**src/rtl/component_scheduler_pkg.sv**
```systemverilog
// component_scheduler_pkg: FSM states, component encodings and block size shared by the scheduler
package component_scheduler_pkg;
    typedef enum logic [2:0] {IDLE, PREP, RUN, NEXT, DONE} state_t;
    localparam logic [1:0] COMP_Y = 2'd0, COMP_CB = 2'd1, COMP_CR = 2'd2;
    localparam logic [31:0] BLOCK_WORDS = 32'd64;
endpackage

```
**src/rtl/component_scheduler_bit_accumulator.sv**
```systemverilog
// bit_accumulator: 32-bit bit counter that sticks at all-ones instead of wrapping
module bit_accumulator (
    input  logic        clock,
    input  logic        reset_n,
    input  logic        clear,
    input  logic        en,
    input  logic [31:0] add,
    output logic [31:0] sum
);
    logic [32:0] total;
    assign total = {1'b0, sum} + {1'b0, add};
    always_ff @(posedge clock or negedge reset_n)
        if (!reset_n) sum <= '0;
        else if (clear) sum <= '0;
        else if (en) sum <= total[32] ? '1 : total[31:0];
endmodule

```
**src/rtl/component_scheduler.sv**
```systemverilog
// component_scheduler: runs Y, Cb, Cr passes per slice; COMPONENT_SCHEDULER_TIMEOUT_EN adds a RUN watchdog
module component_scheduler
    import component_scheduler_pkg::*;
#(
    parameter int RESET_CYCLES   = 2,
    parameter int TIMEOUT_CYCLES = 65535
) (
    input  logic        clock,
    input  logic        reset_n,
    input  logic        slice_start,
    input  logic [31:0] slice_offset,
    input  logic [31:0] luma_block_num,
    input  logic [31:0] chroma_block_num,
    input  logic        sb_enable,
    input  logic [63:0] sb_size_of_bit,
    input  logic        sb_flush,
    output logic        component_reset_n,
    output logic        is_y,
    output logic [31:0] comp_block_num,
    output logic [31:0] comp_offset,
    output logic [1:0]  comp_index,
    output logic        busy,
    output logic        slice_done,
    output logic [31:0] y_bits,
    output logic [31:0] cb_bits,
    output logic [31:0] cr_bits,
    output logic        timeout_err
);
    state_t state, state_n;
    logic [3:0] prep_cnt;
    logic [31:0] offset_q, luma_q, chroma_q, cb_offset;
    logic [31:0] bits [3];
    logic start_ok, in_run, to_fire, unused_hi;

    assign start_ok = state == IDLE && slice_start;
    assign in_run = state == RUN;
    assign busy = state != IDLE;
    assign slice_done = state == DONE;
    assign is_y = comp_index == COMP_Y;
    assign cb_offset = offset_q + luma_q * BLOCK_WORDS;
    assign comp_offset = comp_index == COMP_Y ? offset_q :
                         comp_index == COMP_CB ? cb_offset : cb_offset + chroma_q * BLOCK_WORDS;
    assign comp_block_num = is_y ? luma_q : chroma_q;
    assign unused_hi = ^{sb_size_of_bit[63:32], TIMEOUT_CYCLES != 0};
    assign y_bits = bits[0];
    assign cb_bits = bits[1];
    assign cr_bits = bits[2];

`ifdef COMPONENT_SCHEDULER_TIMEOUT_EN
    logic [31:0] run_cnt;
    logic timeout_q;
    assign to_fire = in_run && !sb_flush && run_cnt == 32'(TIMEOUT_CYCLES);
    assign timeout_err = timeout_q;
    always_ff @(posedge clock or negedge reset_n)
        if (!reset_n) begin
            run_cnt <= '0;
            timeout_q <= 1'b0;
        end else begin
            run_cnt <= in_run ? run_cnt + 32'd1 : '0;
            if (start_ok) timeout_q <= 1'b0;
            else if (to_fire) timeout_q <= 1'b1;
        end
`else
    assign to_fire = 1'b0;
    assign timeout_err = 1'b0;
`endif

    always_ff @(posedge clock or negedge reset_n)
        if (!reset_n) state <= IDLE;
        else state <= state_n;

    always_comb begin
        state_n = state;
        unique case (state)
            IDLE:    state_n = slice_start ? PREP : IDLE;
            PREP:    state_n = prep_cnt == 4'(RESET_CYCLES - 1) ? RUN : PREP;
            RUN:     state_n = to_fire ? DONE : sb_flush ? NEXT : RUN;
            NEXT:    state_n = comp_index == COMP_CR ? DONE : PREP;
            DONE:    state_n = IDLE;
            default: state_n = IDLE;
        endcase
    end

    // component reset is registered from the next state so it lines up exactly with PREP
    always_ff @(posedge clock or negedge reset_n)
        if (!reset_n) begin
            component_reset_n <= 1'b0;
            prep_cnt <= '0;
            comp_index <= COMP_Y;
            offset_q <= '0;
            luma_q <= '0;
            chroma_q <= '0;
        end else begin
            component_reset_n <= state_n != PREP && !to_fire;
            prep_cnt <= state == PREP ? prep_cnt + 4'd1 : 4'd0;
            if (start_ok) begin
                comp_index <= COMP_Y;
                offset_q <= slice_offset;
                luma_q <= luma_block_num;
                chroma_q <= chroma_block_num;
            end else if (state == NEXT && comp_index != COMP_CR) begin
                comp_index <= comp_index + 2'd1;
            end
        end

    for (genvar c = 0; c < 3; c++) begin : g_acc
        bit_accumulator u_acc (
            .clock   (clock),
            .reset_n (reset_n),
            .clear   (start_ok),
            .en      (in_run && sb_enable && comp_index == 2'(c)),
            .add     (sb_size_of_bit[31:0]),
            .sum     (bits[c])
        );
    end
endmodule

```
**config.mk**
```make
export PLATFORM = sky130hd
export DESIGN_NAME = component_scheduler
export DESIGN_NICKNAME = d
export VERILOG_FILES = /design/src/rtl/component_scheduler_pkg.sv /design/src/rtl/component_scheduler_bit_accumulator.sv /design/src/rtl/component_scheduler.sv
export SDC_FILE = /design/constraint.sdc
export NUM_CORES = 1
export LEC_CHECK = 0
export ABC_AREA = 1
export ABC_CLOCK_PERIOD_IN_PS = 4300
export BUFFER_PORTS_ARGS = -buffer_cell sky130_fd_sc_hd__buf_2
export CORE_MARGIN = 3
export CORE_UTILIZATION = 58
export CTS_CLUSTER_DIAMETER = 30
export DETAILED_ROUTE_END_ITERATION = 10
export GPL_TIMING_DRIVEN = 0
export PLACE_DENSITY = 0.83
export SETUP_SLACK_MARGIN = 0.5
export SLEW_MARGIN = 10
export SYNTH_ARGS = -nofsm -noshare
export SYNTH_HDL_FRONTEND = slang
export SYNTH_SLANG_ARGS = --single-unit
```
**constraint.sdc**
```tcl
create_clock -name clock -period 4.3 [get_ports clock]
set_input_delay 0.86 -clock clock [delete_from_list [all_inputs] [get_ports clock]]
set_output_delay 0.86 -clock clock [all_outputs]
set_load 0.01 [all_outputs]
```
* Yosys cells after proc, flatten, opt, wreduce, memory -nomap -nowiden
Index checks and enable logic that the tools add are counted.
** Storage, ports and cells
- Register bits after elaboration :: 202
- Input port bits :: 165
- Output and inout port bits :: 167
- Logic and storage cells :: 59
** Operators by class
- Add/subtract/negate cells :: 7
- Equal/unequal tests :: 9
- Muxes and demuxes :: 20
- Reduce and logical (&&, ||, !) cells :: 13
** Operators with widths (number)
- $mux W32 :: 12
- $add A32 B32 Y33 :: 3
- $add A32 B32 Y32 :: 2
- $pmux W3 S4 :: 1
- $reduce_bool A2 Y1 :: 4
- $eq A3 B2 Y1 const B :: 2
- $logic_and A1 B1 Y1 :: 6
- $mux W2 :: 3
- $add A4 B1 Y4 const B :: 1
- $eq A4 B1 Y1 const B :: 1
- $mux W4 :: 1
- $eq A3 B1 Y1 const B :: 1
- $eq A3 B3 Y1 const B :: 1
- $logic_not A3 Y1 :: 1
- $mux W3 :: 1
- $ne A3 B1 Y1 const B :: 1
- $reduce_bool A3 Y1 :: 1
- $add A2 B1 Y2 const B :: 1
- $eq A2 B1 Y1 const B :: 1
- $eq A2 B2 Y1 const B :: 1
- $logic_not A2 Y1 :: 1
- $mux W1 :: 2
- $ne A2 B2 Y1 const B :: 1

* Longest topological paths before layout
- Depth in word-level cells :: 5
- Gate-level depth with buffers :: 26
- Mapped depth without buffers :: 26

* By module
A second synthesis with hierarchy kept.
** Unflattened totals
- Cells, all modules :: 3352
- Area, all modules :: 20294.5 sq um
** By module, submodules not included
- bit_accumulator :: times used 3, cells each 676, area an instance 3967.6 sq um, seq. area each 800.8 sq um
- component_scheduler :: times used 1, cells each 1324, area an instance 8391.8 sq um, seq. area each 2652.5 sq um

* Worst setup path before layout
Ideal clock, no wire load.
- Kind :: register to output
- From :: register offset_q[6]
- To :: output comp_offset[27]
- Arrival :: 3034 ps
- Data required time :: 3440 ps
- Path slack :: 406 ps
- Cell stages (with the launch flop) :: 22
- Buffers on the path :: 0
- Path through :: dfrtp_1 -> ha_1 -> inv_1 -> fa_1 -> o21ai_2 -> nand2_1 -> nand2_1 -> nand2_1 -> nand2_1 -> xnor2_1 -> inv_1 -> ha_1 -> nand2_1 -> nor2_1 -> inv_1 -> nor2_1 -> nand3_1 -> nand3_1 -> nand2_1 -> nand3_1 -> nand2_1 -> o21ai_0
** Between the ends
- Cells in the longest elaborated chain, start to end :: 4
** Ends and longest elaborated chain
- from (decl) :: line component_scheduler.sv:31 : logic [31:0] offset_q, luma_q, chroma_q, cb_offset;
- from (signal assigned) :: line component_scheduler.sv:98 : offset_q <= slice_offset;
- $add A32 B32 Y32 * :: line component_scheduler.sv:40 : assign cb_offset = offset_q + luma_q * BLOCK_WORDS;
- $add A32 B32 Y32 :: line component_scheduler.sv:42 : comp_index == COMP_CB ? cb_offset : cb_offset + chroma_q * BLOCK_WORDS;
- $mux W32 * :: line component_scheduler.sv:42
- $mux W32 * :: line component_scheduler.sv:41 : assign comp_offset = comp_index == COMP_Y ? offset_q :
- to (decl) :: line component_scheduler.sv:20 : output logic [31:0] comp_offset,
Mark *: on every way between the ends. The rest lies on a longest branch, timed or not.

* Worst setup path in the final report
- From :: register offset_q[6]
- To :: output comp_offset[15]
The elaborated chain is that of the path after synthesis.

==> flow_metrics.py <==
metrics = {
    "synthesis": {
        "syn_inst": 2670,
        "ys_ff_latch": 202,
        "yosysSeqAreaShare_pct": 27.8,
        "netlist_area_um2": 18200,
        "yosysUniqueCellTypes": 49,
        "ys.flop_type": "dfrtp_1",
        "postSynthAreaPerCell_um2": 6.81,
        "synth_edf_count": 0,
        "synthesis.nets": 2993,
        "synth-async-reset-ratio_pct": 100,
        "ys_warn_count": 0,
    },
    "sta": {
        "post-route-period-util_pct": 119,
        "rsz0062_at_grt": "yes",
        "max-slew-margin-rel_pct": 27.6,
        "fin_skew_ps": 32.1,
        "setup_ws_ps": -817,
        "slew_violations": 0,
        "fin_crit_ps": 5120,
        "fin_hold_ws_ps": 152,
        "hold_viol": 0,
        "setup_violations": 22,
        "fmax_mhz": 195,
        "worst_pin_slew_ps": 1090,
    },
    "setup_path": {
        "start_kind": "register",
        "cp.arrival_ps": 4260,
        "worst_ep_required_time_ps": 3440,
        "r2r_cells": 15,
        "cp-end-kind": "output pin",
        "crit_type": "register to output pin",
        "path_max_fanout": 4,
    },
    "placement": {
        "place_area_um2": 20200,
        "dp_hpwl_um": 54400,
        "dp_slack_ps": -753,
        "io_buffer_count": 298,
        "finalWeightedCongestion": 1.03,
    },
    "global_routing": {
        "antenna_found_initial": 4,
        "grt.total_usage_pct": 41.6,
        "grt_pass1_vias": 20470,
        "grt_max_degree": 92,
        "grt_pass1_wl_um": 109000,
        "overflow": 0,
    },
    "routing": {
        "totalWireLength_um": 76900,
        "vias": 21674,
        "postRouteAntennaNets": 0,
        "firstDrtPassIters": 8,
        "viasPerCell": 6.19,
        "drt-initial-drc-count": 2190,
        "drc": 0,
        "wl_per_cell_um": 21.9,
    },
    "layout": {
        "design_area_um2": 24100,
        "fillCellCount": 2126,
        "syn2layout_area_growth_pct": 32.5,
        "drive_gt1_share_pct": 28.4,
        "fin_nets": 3385,
    },
    "floorplanning": {
        "initial_core_util_pct": 59.1,
        "rows": 64,
        "die_h_um": 183,
        "die_w_um": 183,
        "die_area_um2": 33500,
        "ios": 332,
        "design.core.area_um2": 30700,
    },
    "cts": {
        "clock_latency_ps": 600,
        "hold_buffers": 0,
        "path_clk_slew_ps": 60,
        "cts_tree": "built",
        "root_buffer": "clkbuf_16",
        "htree_levels": 2,
        "cts_sinks": 202,
        "numCtsBuffers": 52,
        "cts_buffer_depth": 3,
    },
    "status": {
        "violations": "negative setup slack",
        "status": "complete, but fails checks",
    },
    "job": {
        "drv_cap": 0,
    },
    "worst_hold_path": {
        "holdCritPathClass": "primary input to asynchronous set/reset pin",
    },
}
layout by cell type (no fill, tap or decap), drive strengths merged:
| cell | n |
|---|---|
| a21boi | 3 |
| a21o | 8 |
| a21oi | 180 |
| a221o | 1 |
| a31oi | 4 |
| and2 | 10 |
| and3 | 3 |
| buf | 374 |
| bufinv | 7 |
| clkbuf | 91 |
| clkinv | 11 |
| clkinvlp | 7 |
| conb | 1 |
| dfrtp | 202 |
| diode | 3 |
| fa | 5 |
| ha | 153 |
| inv | 240 |
| mux2 | 93 |
| nand2 | 968 |
| nand2b | 1 |
| nand3 | 201 |
| nand3b | 4 |
| nand4 | 33 |
| nor2 | 209 |
| nor3 | 27 |
| nor4 | 5 |
| o211ai | 4 |
| o21a | 5 |
| o21ai | 156 |
| o21bai | 15 |
| o31ai | 3 |
| or2 | 4 |
| xnor2 | 17 |
| xor2 | 59 |
kinds of logic after synthesis:
kind of cell	Yosys count	synth area share [%]
simple gates	1465	33.5
buf+inv	296	6.65
other cells	1	0.0206
flops	202	27.8
fa+ha+maj	158	11.1
xor+xnor	76	3.66
mux	93	5.76
compound gates	379	11.5
critical path, stage by stage, from the launching register on:
cell	delay, ps
dfrtp_2	510
ha_4	180
inv_2	40
fa_2	360
o21ai_4	230
nand2_2	120
nand2_4	100
buf_4	120
xnor2_2	140
inv_2	70
ha_4	280
nand2_1	80
nand2_2	160
a21oi_4	250
nand3_4	180
xnor2_2	190
nand2_1	80
o21ai_0	80
o21ai_1	270
buf_2	200
worst paths after layout:
kind | startpoint | end | slack, ps
setup / recovery | offset_q[6] | comp_offset[15] | -820
hold / removal | reset_n | luma_q[26] | 150
setup reg to reg | g_acc[2].u_acc.sum[0] | g_acc[2].u_acc.sum[7] | 1550
hold reg to reg | g_acc[1].u_acc.sum[22] | g_acc[1].u_acc.sum[22] | 500
max in group asynchronous | reset_n | g_acc[0].u_acc.sum[25] | 2940
min in group clock | luma_block_num[30] | luma_q[30] | 490
registers in the layout, indices dropped and copies added (netlist names):
name,flops
offset_q,32
g_acc.u_acc.sum,96
chroma_q,32
luma_q,32
prep_cnt,4
comp_index,2
component_reset_n,1
state,3
area by class of cell:
cell class / count / area [µm²] / share of cell area [%]
Multi-Input combinational cell: 2172 / 13500 / 56.2
Sequential cell: 202 / 5060 / 21.0
Timing Repair Buffer: 338 / 1870 / 7.79
Clock buffer: 66 / 1490 / 6.17
Inverter: 235 / 887 / 3.68
Tap cell: 396 / 495 / 2.06
Clock inverter: 30 / 393 / 1.63
Buffer: 61 / 334 / 1.39
Antenna cell: 3 / 7.51 / 0.0312
per-layer routing:
metal / GRT usage (%) / share of wire [%]
met1: 49.6 / 36
met2: 67.1 / 44
met3: 8.25 / 11
met4: 30.2 / 9.4
met5: 0 / 0.022
repair_timing:
action | 4_1_cts | 5_1_grt
endpoints found under the hold margin | 0 | 0
setup endpoints to repair | 56 | 35
pin swaps | 59 | 94
resized for setup | 150 | 238
setup buffers | 21 | 17
synthesized netlist by cell type, types with 2 or more instances:
cell type / n / area (µm²)
nand2_1: 959 / 3600
inv_1: 232 / 871
dfrtp_1: 202 / 5050
nor2_1: 201 / 754
nand3_1: 189 / 946
a21oi_1: 168 / 841
ha_1: 153 / 1910
o21ai_0: 127 / 636
mux2_2: 93 / 1050
xor2_1: 59 / 517
nand4_1: 32 / 200
o21ai_1: 27 / 135
clkbuf_1: 25 / 93.8
nor3_1: 25 / 125
buf_2: 20 / 100
xnor2_1: 17 / 149
o21bai_1: 15 / 113
nand3_2: 11 / 110
and2_1: 10 / 62.6
a21oi_2: 9 / 78.8
buf_4: 9 / 67.6
a21o_1: 8 / 60.1
nand2_2: 8 / 50.1
nor2_2: 7 / 43.8
buf_6: 5 / 56.3
fa_1: 5 / 100
nor4_1: 5 / 31.3
o21a_1: 5 / 37.5
a31oi_1: 4 / 25.0
nand3b_1: 4 / 30.0
or2_2: 4 / 25.0
a21boi_0: 3 / 22.5
a21oi_4: 3 / 48.8
inv_2: 3 / 11.3
o211ai_1: 3 / 22.5
o31ai_1: 3 / 22.5
and3_1: 2 / 12.5
buf_1: 2 / 7.51
nor3_2: 2 / 20.0
o21ai_2: 2 / 17.5
stage by stage:
stage,utilization (%),std cells,TNS [ps]
after floorplan,-,2670,0
after global placement,65.6,3364,-194730
after detailed placement,65.8,3366,-8480
after CTS,74.3,3483,-9500
after global routing,78.3,3503,-14960
final,78.3,3503,-14430
Power is not shown: default switching activity piles up to over one toggle a cycle in this logic, so the estimate is an artifact.
